[src/rtl/alu_pkg.sv]
// Shared definitions for the ALU issue stage and the ALU itself.
//   aluop_e   : 4-bit ALU opcode; [3:2] selects arith/logic/shift/compare unit
//   OP..AUIPC : RV64I major opcodes decoded by the issue stage
//   F3_*/F7_* : funct3/funct7 field values
//   f3_aluop  : maps funct3 (plus the SUB/SRA alternate bit) to an aluop
package alu_pkg;

    typedef enum logic [3:0] {
        ALUOP_ADD  = 4'b0000,
        ALUOP_SUB  = 4'b0001,
        ALUOP_XOR  = 4'b0100,
        ALUOP_OR   = 4'b0110,
        ALUOP_AND  = 4'b0111,
        ALUOP_SLL  = 4'b1000,
        ALUOP_SRL  = 4'b1001,
        ALUOP_SRA  = 4'b1011,
        ALUOP_SLT  = 4'b1100,
        ALUOP_SLTU = 4'b1110
    } aluop_e;

    localparam logic [6:0] OP        = 7'b0110011;
    localparam logic [6:0] OP_IMM    = 7'b0010011;
    localparam logic [6:0] OP_32     = 7'b0111011;
    localparam logic [6:0] OP_IMM_32 = 7'b0011011;
    localparam logic [6:0] LUI       = 7'b0110111;
    localparam logic [6:0] AUIPC     = 7'b0010111;

    localparam logic [2:0] F3_ADD_SUB = 3'b000;
    localparam logic [2:0] F3_SLL     = 3'b001;
    localparam logic [2:0] F3_SLT     = 3'b010;
    localparam logic [2:0] F3_SLTU    = 3'b011;
    localparam logic [2:0] F3_XOR     = 3'b100;
    localparam logic [2:0] F3_SRL_SRA = 3'b101;
    localparam logic [2:0] F3_OR      = 3'b110;
    localparam logic [2:0] F3_AND     = 3'b111;

    localparam logic [6:0] F7_BASE = 7'b0000000;
    localparam logic [6:0] F7_ALT  = 7'b0100000;

    // alt selects SUB over ADD and SRA over SRL; ignored for other funct3.
    function automatic aluop_e f3_aluop(input logic [2:0] f3, input logic alt);
        aluop_e r;
        r = ALUOP_ADD;
        case (f3)
            F3_ADD_SUB: r = alt ? ALUOP_SUB : ALUOP_ADD;
            F3_SLL:     r = ALUOP_SLL;
            F3_SLT:     r = ALUOP_SLT;
            F3_SLTU:    r = ALUOP_SLTU;
            F3_XOR:     r = ALUOP_XOR;
            F3_SRL_SRA: r = alt ? ALUOP_SRA : ALUOP_SRL;
            F3_OR:      r = ALUOP_OR;
            F3_AND:     r = ALUOP_AND;
            default:    r = ALUOP_ADD;
        endcase
        return r;
    endfunction

endpackage

[src/rtl/alu_decode.sv]
// Combinational RV64I decoder for the ALU issue stage.
//   i_inst      : instruction word
//   i_pc        : instruction address (AUIPC operand)
//   i_rs1_data  : rs1 read data
//   i_rs2_data  : rs2 read data
//   o_aluop     : ALU opcode
//   o_op1/o_op2 : ALU operands
//   o_rd        : destination register field
//   o_wen       : write rd (clear for x0 or illegal)
//   o_word      : 32-bit W-op
//   o_illegal   : undecodable instruction
module alu_decode
    import alu_pkg::*;
#(
    parameter int unsigned XLEN = 64
) (
    input  logic [31:0]     i_inst,
    input  logic [XLEN-1:0] i_pc,
    input  logic [XLEN-1:0] i_rs1_data,
    input  logic [XLEN-1:0] i_rs2_data,
    output logic [3:0]      o_aluop,
    output logic [XLEN-1:0] o_op1,
    output logic [XLEN-1:0] o_op2,
    output logic [4:0]      o_rd,
    output logic            o_wen,
    output logic            o_word,
    output logic            o_illegal
);

    logic [6:0]      w_opcode;
    logic [2:0]      w_f3;
    logic [6:0]      w_f7;
    logic [5:0]      w_f6;
    logic            w_f7_alt;
    logic            w_f7_ok;
    logic [XLEN-1:0] w_imm_i;
    logic [XLEN-1:0] w_imm_u;
    logic [XLEN-1:0] w_shamt6;
    logic [XLEN-1:0] w_shamt5;

    aluop_e          w_aluop;
    logic [XLEN-1:0] w_op1;
    logic [XLEN-1:0] w_op2;
    logic            w_word;
    logic            w_illegal;

    assign w_opcode = i_inst[6:0];
    assign w_f3     = i_inst[14:12];
    assign w_f7     = i_inst[31:25];
    assign w_f6     = i_inst[31:26];
    assign w_f7_alt = (w_f7 == F7_ALT);
    // The alternate funct7 is only meaningful for ADD/SUB and SRL/SRA.
    assign w_f7_ok  = (w_f7 == F7_BASE) ||
                      (w_f7_alt && (w_f3 == F3_ADD_SUB || w_f3 == F3_SRL_SRA));

    assign w_imm_i  = {{(XLEN-12){i_inst[31]}}, i_inst[31:20]};
    assign w_imm_u  = {{(XLEN-32){i_inst[31]}}, i_inst[31:12], 12'b0};
    assign w_shamt6 = {{(XLEN-6){1'b0}}, i_inst[25:20]};
    assign w_shamt5 = {{(XLEN-5){1'b0}}, i_inst[24:20]};

    always_comb begin
        w_aluop   = ALUOP_ADD;
        w_op1     = i_rs1_data;
        w_op2     = i_rs2_data;
        w_word    = 1'b0;
        w_illegal = 1'b0;
        case (w_opcode)
            OP: begin
                w_aluop   = f3_aluop(w_f3, w_f7_alt);
                w_illegal = !w_f7_ok;
            end
            OP_32: begin
                w_aluop   = f3_aluop(w_f3, w_f7_alt);
                w_word    = 1'b1;
                w_illegal = !w_f7_ok ||
                            !(w_f3 == F3_ADD_SUB || w_f3 == F3_SLL || w_f3 == F3_SRL_SRA);
            end
            OP_IMM: begin
                if (w_f3 == F3_SLL || w_f3 == F3_SRL_SRA) begin
                    // RV64 shifts: funct6 sits above a 6-bit shamt.
                    w_aluop   = f3_aluop(w_f3, i_inst[30]);
                    w_op2     = w_shamt6;
                    w_illegal = !((w_f6 == 6'b000000) ||
                                  (w_f6 == 6'b010000 && w_f3 == F3_SRL_SRA));
                end else begin
                    w_aluop = f3_aluop(w_f3, 1'b0);
                    w_op2   = w_imm_i;
                end
            end
            OP_IMM_32: begin
                w_word = 1'b1;
                case (w_f3)
                    F3_ADD_SUB: begin
                        w_aluop = ALUOP_ADD;
                        w_op2   = w_imm_i;
                    end
                    F3_SLL, F3_SRL_SRA: begin
                        // Full funct7 check also rejects inst[25]=1.
                        w_aluop   = f3_aluop(w_f3, i_inst[30]);
                        w_op2     = w_shamt5;
                        w_illegal = !w_f7_ok;
                    end
                    default: w_illegal = 1'b1;
                endcase
            end
            LUI: begin
                w_op1 = '0;
                w_op2 = w_imm_u;
            end
            AUIPC: begin
                w_op1 = i_pc;
                w_op2 = w_imm_u;
            end
            default: w_illegal = 1'b1;
        endcase
        if (i_inst[1:0] != 2'b11) begin
            w_illegal = 1'b1;
        end
    end

    assign o_aluop   = w_illegal ? ALUOP_ADD : w_aluop;
    assign o_op1     = w_illegal ? '0 : w_op1;
    assign o_op2     = w_illegal ? '0 : w_op2;
    assign o_rd      = i_inst[11:7];
    assign o_wen     = !w_illegal && (i_inst[11:7] != 5'd0);
    assign o_word    = w_illegal ? 1'b0 : w_word;
    assign o_illegal = w_illegal;

endmodule

[src/rtl/alu_issue_stage.sv]
// Decode/issue register in front of the 64-bit ALU.
//   clk, rst              : clock, synchronous active-high reset
//   flush                 : kill held entry, drop this cycle's input
//   in_valid/in_ready     : fetch handshake; in_inst, in_pc payload
//   rs1_addr/rs2_addr     : regfile read addresses (combinational)
//   rs1_data/rs2_data     : regfile read data, same cycle
//   out_valid/out_ready   : execute handshake
//   out_aluop..out_pc     : registered decoded entry
//   cnt_issued/cnt_illegal: transfer counters, wrap silently
module alu_issue_stage
    import alu_pkg::*;
#(
    parameter int unsigned XLEN  = 64,
    parameter int unsigned CNT_W = 32
) (
    input  logic             clk,
    input  logic             rst,
    input  logic             flush,
    input  logic             in_valid,
    output logic             in_ready,
    input  logic [31:0]      in_inst,
    input  logic [XLEN-1:0]  in_pc,
    output logic [4:0]       rs1_addr,
    output logic [4:0]       rs2_addr,
    input  logic [XLEN-1:0]  rs1_data,
    input  logic [XLEN-1:0]  rs2_data,
    output logic             out_valid,
    input  logic             out_ready,
    output logic [3:0]       out_aluop,
    output logic [XLEN-1:0]  out_op1,
    output logic [XLEN-1:0]  out_op2,
    output logic [4:0]       out_rd,
    output logic             out_wen,
    output logic             out_word,
    output logic             out_illegal,
    output logic [XLEN-1:0]  out_pc,
    output logic [CNT_W-1:0] cnt_issued,
    output logic [CNT_W-1:0] cnt_illegal
);

    logic [3:0]       w_aluop;
    logic [XLEN-1:0]  w_op1;
    logic [XLEN-1:0]  w_op2;
    logic [4:0]       w_rd;
    logic             w_wen;
    logic             w_word;
    logic             w_illegal;
    logic             w_in_ready;
    logic             w_capture;
    logic             w_transfer;

    logic             r_valid;
    logic [3:0]       r_aluop;
    logic [XLEN-1:0]  r_op1;
    logic [XLEN-1:0]  r_op2;
    logic [4:0]       r_rd;
    logic             r_wen;
    logic             r_word;
    logic             r_illegal;
    logic [XLEN-1:0]  r_pc;
    logic [CNT_W-1:0] r_cnt_issued;
    logic [CNT_W-1:0] r_cnt_illegal;

    alu_decode #(
        .XLEN (XLEN)
    ) u_decode (
        .i_inst     (in_inst),
        .i_pc       (in_pc),
        .i_rs1_data (rs1_data),
        .i_rs2_data (rs2_data),
        .o_aluop    (w_aluop),
        .o_op1      (w_op1),
        .o_op2      (w_op2),
        .o_rd       (w_rd),
        .o_wen      (w_wen),
        .o_word     (w_word),
        .o_illegal  (w_illegal)
    );

    assign rs1_addr   = in_inst[19:15];
    assign rs2_addr   = in_inst[24:20];
    assign w_in_ready = !r_valid || out_ready;
    assign w_capture  = in_valid && w_in_ready && !flush;
    // A flushed entry never counts as transferred.
    assign w_transfer = r_valid && out_ready && !flush;

    always_ff @(posedge clk) begin
        if (rst) begin
            r_valid       <= 1'b0;
            r_aluop       <= ALUOP_ADD;
            r_op1         <= '0;
            r_op2         <= '0;
            r_rd          <= '0;
            r_wen         <= 1'b0;
            r_word        <= 1'b0;
            r_illegal     <= 1'b0;
            r_pc          <= '0;
            r_cnt_issued  <= '0;
            r_cnt_illegal <= '0;
        end else begin
            if (w_capture) begin
                r_valid   <= 1'b1;
                r_aluop   <= w_aluop;
                r_op1     <= w_op1;
                r_op2     <= w_op2;
                r_rd      <= w_rd;
                r_wen     <= w_wen;
                r_word    <= w_word;
                r_illegal <= w_illegal;
                r_pc      <= in_pc;
            end else if (w_transfer || flush) begin
                r_valid <= 1'b0;
            end
            if (w_transfer) begin
                r_cnt_issued <= r_cnt_issued + CNT_W'(1);
                if (r_illegal) begin
                    r_cnt_illegal <= r_cnt_illegal + CNT_W'(1);
                end
            end
        end
    end

    assign in_ready    = w_in_ready;
    assign out_valid   = r_valid;
    assign out_aluop   = r_aluop;
    assign out_op1     = r_op1;
    assign out_op2     = r_op2;
    assign out_rd      = r_rd;
    assign out_wen     = r_wen;
    assign out_word    = r_word;
    assign out_illegal = r_illegal;
    assign out_pc      = r_pc;
    assign cnt_issued  = r_cnt_issued;
    assign cnt_illegal = r_cnt_illegal;

endmodule
[config.mk]
export PLATFORM = sky130hd
export DESIGN_NAME = alu_issue_stage
export DESIGN_NICKNAME = d
export VERILOG_FILES = /design/src/rtl/alu_pkg.sv /design/src/rtl/alu_decode.sv /design/src/rtl/alu_issue_stage.sv
export SDC_FILE = /design/constraint.sdc
export NUM_CORES = 1
export LEC_CHECK = 0
export CAP_MARGIN = 15
export CORE_AREA = 3 3 197 199
export CTS_CLUSTER_DIAMETER = 60
export DETAILED_ROUTE_END_ITERATION = 16
export DIE_AREA = 0 0 200 202
export PLACE_DENSITY = 0.66
export SETUP_SLACK_MARGIN = 0.2
export SLEW_MARGIN = 10
export SYNTH_ARGS = -nofsm -noshare
export SYNTH_HDL_FRONTEND = slang
export SYNTH_HIERARCHICAL = 1
export SYNTH_SLANG_ARGS = --single-unit
[constraint.sdc]
create_clock -name clk -period 2.55 [get_ports clk]
set_input_delay 0.3825 -clock clk [delete_from_list [all_inputs] [get_ports clk]]
set_output_delay 0.3825 -clock clk [all_outputs]
set_load 0.1 [all_outputs]
# Word level (Yosys, flattened, before mapping)
# Memory sizes are Yosys's and may differ from the RTL's.
# Index checks and enable logic that the tools add are counted.
[totals] ff_bits=269 latch_bits=0 mem_bits_rw=0 rom_bits=32 wordCells=86 n_memories=1
[classes] n_addsub=2 mul=0 div_mod_pow=0 n_lt_le_gt_ge=0 eq_ne=16 shift=0 n_mux=24 bitwise_logic=0 n_reduce_logical=32
[memory_table] name="(name not given)" words=8 word_bits=4 rd=1 rd_clocked_by_memory_dff=0 write_ports=0 line_no="alu_pkg.sv:44" source="case (f3)"
[op_table] cell="case mux 64 bit (2 select lines)" count=2
[op_table] cell="2-to-1 mux 64 bit" count=3
[op_table] cell="case mux 64 bit (3 select lines)" count=1
[op_table] cell="adder 32 x 1 -> 32 bit (second input constant)" count=2
[op_table] cell="case mux 4 bit (8 select lines)" count=2
[op_table] cell="== test 7 x 6 -> 1 bit (second input constant)" count=4
[op_table] cell="== test 7 x 5 -> 1 bit (second input constant)" count=3
[op_table] cell="== test 3 bit (second input constant)" count=4
[op_table] cell="2-to-1 mux 4 bit" count=3
[op_table] cell="case mux 4 bit (3 select lines)" count=1
[op_table] cell="logical OR 1 bit" count=9
[op_table] cell="2-to-1 mux 1 bit" count=8
[op_table] cell="OR reduction 2 bit" count=4
[op_table] cell="logical AND 1 bit" count=7
[op_table] cell="zero test 7 bit" count=1
[op_table] cell="== test 3 x 2 -> 1 bit (second input constant)" count=2
[op_table] cell="== test 6 x 5 -> 1 bit (second input constant)" count=1
[op_table] cell="zero test 1 bit" count=6
[op_table] cell="zero test 6 bit" count=1
[op_table] cell="case mux 1 bit (5 select lines)" count=1
[op_table] cell="nonzero test 5 bit" count=1
[op_table] cell="2-to-1 mux 2 bit" count=2
[op_table] cell="== test 3 x 1 -> 1 bit (second input constant)" count=1
[op_table] cell="zero test 3 bit" count=1
[op_table] cell="other kinds (4)" count=4

# Logic depth before layout (Yosys ltp)
[depth] depth_word=10 depth_mapped=10

# Hierarchy
# The synthesis kept the hierarchy.
[modules_own_cells] mod="alu_issue_stage" n_inst=1 cells_each=1264 area_each_um2=10080.9 seq_area_each_um2=5385.2
[modules_own_cells] mod="alu_decode" n_inst=1 cells_each=491 area_each_um2=2777.7 seq_area_each_um2=0.0

# Worst setup path before layout
# OpenSTA, ideal clock, no wires.
[synth_timing] path_kind="reg2reg" from="register r_valid (netlist: out_valid)" to="register r_op1[40] (netlist: out_op1[40])" setup_ns=0.071 arrival_ns=2.841 slack_ns=-0.362 path_stages_with_launch=8 n_path_buf=2 period_less_slack_ns=2.912 path_cell_list="dfxtp_1 > nor2b_1 > inv_1 > nand3b_1 > clkbuf_1 > clkbuf_1 > nand2_1 > a21oi_1"
[synth_between] elab_chain_cells=4
[synth_rtl] item="from (decl)" line_no="alu_issue_stage.sv:52" source="logic r_valid;"
[synth_rtl] item="from (signal assigned)" line_no="alu_issue_stage.sv:89" source="r_valid <= 1'b0;"
[synth_rtl] item="from (signal assigned)" line_no="alu_issue_stage.sv:102" source="r_valid <= 1'b1;"
[synth_rtl] item="from (signal assigned)" line_no="alu_issue_stage.sv:112" source="r_valid <= 1'b0;"
[synth_rtl] item="zero test 1 bit" line_no="alu_issue_stage.sv:82" source="assign w_in_ready = !r_valid || out_ready;"
[synth_rtl] item="logical OR 1 bit" line_no="alu_issue_stage.sv:82"
[synth_rtl] item="named net in_ready" line_no="alu_issue_stage.sv:20" source="output logic in_ready,"
[synth_rtl] item="logical AND 1 bit (2 in series)" line_no="alu_issue_stage.sv:83" source="assign w_capture = in_valid && w_in_ready && !flush;"
[synth_rtl] item="to (signal assigned)" line_no="alu_issue_stage.sv:104" source="r_op1 <= w_op1;"
[synth_rtl] item="to (decl)" line_no="alu_issue_stage.sv:54" source="logic [XLEN-1:0] r_op1;"
# The timed path passes the listed nets, and every way through them passes these cells.
# A chain may end at the register's enable or synchronous reset.

# Worst setup path in the final report
[layout_timing] from="input port in_inst[29]" to="register r_op2[61] (netlist: out_op2[61])"
[layout_between] elab_chain_cells=8
[layout_rtl] item="from (decl)" line_no="alu_issue_stage.sv:21" source="input logic [31:0] in_inst,"
[layout_rtl] item="== test 7 x 6 -> 1 bit or == test 6 x 5 -> 1 bit (tied branches)" line_no="alu_decode.sv:51, alu_decode.sv:84"
[layout_rtl] item="logical AND 1 bit (on tied branches)" line_no="alu_decode.sv:54, alu_decode.sv:84"
[layout_rtl] item="logical OR 1 bit (on tied branches)" line_no="alu_decode.sv:53, alu_decode.sv:83"
[layout_rtl] item="zero test 1 bit (on tied branches)"
[layout_rtl] item="case mux 1 bit (2 select lines) (tied with other cells)" line_no="alu_decode.sv:92" source="case (w_f3)"
[layout_rtl] item="case mux 1 bit (5 select lines) (*)" line_no="alu_decode.sv:67" source="case (w_opcode)"
[layout_rtl] item="2-to-1 mux 1 bit (*)" line_no="alu_decode.sv:116" source="if (i_inst[1:0] != 2'b11) begin"
[layout_rtl] item="2-to-1 mux 64 bit (*)" line_no="alu_decode.sv:123" source="assign o_op2 = w_illegal ? '0 : w_op2;"
[layout_rtl] item="named net w_op2[61]" line_no="alu_issue_stage.sv:43" source="logic [XLEN-1:0] w_op2;"
[layout_rtl] item="to (signal assigned)" line_no="alu_issue_stage.sv:105" source="r_op2 <= w_op2;"
[layout_rtl] item="to (decl)" line_no="alu_issue_stage.sv:55" source="logic [XLEN-1:0] r_op2;"
# The timed path passes the listed nets; every way through them passes the cells marked *.

==> flow_metrics.py <==
metrics = {
    "setup_path": {
        "crit_path_cell_trace": "dlygate4sd2_1 > or4_4 > o211ai_1 > o211ai_1 > buf_4 > buf_4 > nor4_4 > buf_6 > clkbuf_16 > o21a_1 > nand2_1 > a21oi_1",
        "cpPeakStageDelay_ns": 0.53,
        "r2r_end": "cnt_illegal[20]",
        "arrival_ns": 2.77,
        "path_class": "in2reg",
        "endpoint": "out_op2[61]",
        "cp_max_fo": 8,
        "r2r-start": "cnt_illegal[0]",
        "cp-end-kind": "flop",
        "startpoint": "in_inst[29]",
        "reg2reg_depth": 5,
        "cp.required_ns": 3.01,
        "crit_slowest_cell": "or4_4",
        "start_kind": "primary input",
        "ff2ff_setup_slack_ns": 0.40,
    },
    "place": {
        "dp_cells": 2719,
        "gp_congestion": 0.898,
        "dpl-instance-area_um2": 18300,
        "dpl.hpwl_mm": 36.6,
        "portBuffers": 508,
    },
    "cts": {
        "root_buffer": "clkbuf_16",
        "clock_latency_ns": 0.54,
        "cts.clk_slew.worst_paths_ns": 0.05,
        "cts_tree": "done",
        "cts.sinks": 269,
        "ctsLongestPathBuffers": 3,
        "numCtsBuffers": 35,
        "htree_levels": 2,
    },
    "power_and_ir_drop": {
        "total_power_mw": 10.6,
        "leakage_nw": 7.48,
        "powerDensity_nw_per_um2": 538,
        "ir_drop_v": 0.000531,
    },
    "sta": {
        "worst_slew_pin_slew_ns": 0.586,
        "tns_ns": 0,
        "setup_viol": 0,
        "period_share": 0.905,
        "report.final.slew_viol_count": 0,
        "fin_crit_ns": 2.31,
        "skew_ns": 0.0200,
        "maxSlewHeadroom": 0.610,
        "hold_viol_final": 0,
        "fmax_mhz": 433,
        "rsz0062_at_grt": "no",
    },
    "route": {
        "drt-total-wl_mm": 51.3,
        "post-route-drc-count": 0,
        "vias": 14574,
        "wl_per_cell_um": 18.3,
        "vias_per_cell": 5.21,
        "drt-initial-drc-count": 893,
        "dr.pass1.iters": 7,
        "antenna_left": 0,
    },
    "synthesis": {
        "async_flop_share": 0,
        "synth_area_leaders": "dfxtp_1 (42%), a21oi_1 (14%), nand2_1 (13%)",
        "syn_avg_cell_area_um2": 7.33,
        "synth_cell_types": 59,
        "seq_area_frac_synth": 0.419,
        "synthFlopType": "dfxtp_1",
        "syn-num-nets": 1986,
        "synth_edf_count": 0,
        "yosysTopAreaCell": "dfxtp_1",
        "synth_area_um2": 12900,
        "ys_seq_elements": 269,
        "yosys_warnings": 6,
        "synth_top_area_frac": 0.419,
        "syn_inst": 1755,
    },
    "hold_path": {
        "worstHoldPathCells": 2,
        "hold_class": "in2reg",
    },
    "floorplanning": {
        "die_area_um2": 40400,
        "die_w_um": 200,
        "die_height_um": 202,
        "rows": 71,
        "pin_count": 509,
        "core_um2": 37400,
        "initial_core_util": 0.344,
    },
    "layout": {
        "fin_util": 0.528,
        "drive_gt1_frac": 0.232,
        "layout_commonest_cell": "nand2_1",
        "num-fill-cells": 3542,
        "final_cell_mix": "nand2_1 (441), buf_4 (364), a21oi_1 (343)",
        "area_growth_syn_to_layout_pct": 53.6,
        "nets": 2489,
        "final_area_um2": 19800,
        "fin_cells": 2800,
    },
    "grt": {
        "grt_overflow": 0,
        "met2_usage": 0.392,
        "grtUsageTotal": 0.236,
        "top_usage_layer": "met2",
        "grt_use_met3": 0.0635,
        "grt_use_met1": 0.292,
        "grt_first_pass_wirelength_mm": 76.9,
        "grt_antenna_before_repair": 8,
        "grt_start_max_net_pins": 111,
        "grt_pass1_vias": 13698,
    },
    "run_status": {
        "status": "finished, final reports clean",
    },
    "flow_run": {
        "drv_cap": 0,
    },
}
-- synth_stat cells (3+ instances only) --
master      n
a21oi_1   356
or3_1      20
o21ai_0    41
o21ai_1     6
buf_2       8
buf_1       9
nand3_1    52
buf_6      10
xnor2_1     9
o31ai_1    20
nor3_1     31
mux2_1      5
nand3b_1    5
xor2_1     10
inv_1       7
clkbuf_1  121
or4_1      23
and3_1      4
nor4_1      4
nor3b_1    70
nand2_1   441
nand2b_1    4
nor2_1    101
o21a_1     34
and2_1      3
nand4_1    17
dfxtp_1   269
buf_4      15
a22oi_1     5
nor2b_1    10
o211ai_1    3
and4_1     11
-- registers in the layout, summed over array words and instances (netlist names) --
signal       flops
out_illegal      1
out_valid        1
out_aluop        4
out_word         1
out_op1         64
out_pc          64
cnt_illegal     32
out_wen          1
out_op2         64
cnt_issued      32
out_rd           5
-- final cells by class --
| type | instances | area [um^2] | area share |
|---|---|---|---|
| multi-input combinational | 1317 | 6850 | 0.347 |
| clock inverter | 11 | 103 | 0.00519 |
| antenna | 8 | 20.0 | 0.00101 |
| timing repair buffer | 628 | 5710 | 0.289 |
| sequential | 269 | 5440 | 0.275 |
| clock buffer | 49 | 960 | 0.0486 |
| inverter | 7 | 26.3 | 0.00133 |
| tap | 511 | 639 | 0.0324 |
-- how the worst min path moves through the flow --
stage | start | end | slack [ns]
floorplan | flush | out_valid | 0.45
global placement | out_pc[23] | out_pc[23] | 0.44
detailed placement | out_op2[34] | out_op2[34] | 0.45
CTS | rst | cnt_issued[0] | 0.37
global route | rst | cnt_issued[2] | 0.40
finish | rst | cnt_issued[0] | 0.39
-- repair_timing --
item	CTS	global route
resized for setup	13	41
endpoints found under the setup margin	77	97
pin swaps	4	9
buffers inserted	0	5
hold buffers	0	0
endpoints found under the hold margin	0	0
cloned	1	7
-- report_power, final --
| group | internal [mW] | switching [mW] | leakage, nW | total (mW) |
|---|---|---|---|---|
| Combinational | 0.620 | 1.06 | 4.77 | 1.68 |
| Sequential | 4.26 | 0.0354 | 2.19 | 4.30 |
| Clock | 2.74 | 1.91 | 0.523 | 4.65 |
-- layer usage --
metal  wire (um)  part of all wire
met3        4270             0.083
met4        1740             0.034
met2       24600              0.48
met1       20700              0.40
met5           0                 0
-- through the flow --
stage	hold slack [ns]	setup slack (ns)
after floorplan	0.452	0.161
after global placement	0.442	-0.306
after detailed placement	0.447	-0.466
after CTS	0.368	0.200
after global routing	0.404	0.188
final	0.388	0.241
-- worst max-delay path: cells and delay by family --
| family | cells | cell delay, ns |
|---|---|---|
| buffers and inverters | 5 | 0.96 |
| AND/OR/NAND/NOR | 3 | 0.71 |
| AO/OA/AOI/OAI | 4 | 0.71 |
-- logic make-up after synthesis --
kind of cell | count (synthesis) | share of synthesized area
XOR/XNOR | 19 | 0.0129
adder cells (fa/ha/maj) | 2 | 0.00195
flip-flops | 269 | 0.419
AND/OR/NAND/NOR | 813 | 0.300
AO/OA/AOI/OAI | 477 | 0.202
buffers and inverters | 170 | 0.0606
multiplexers | 5 | 0.00438
(Power assumes the default switching activity.)
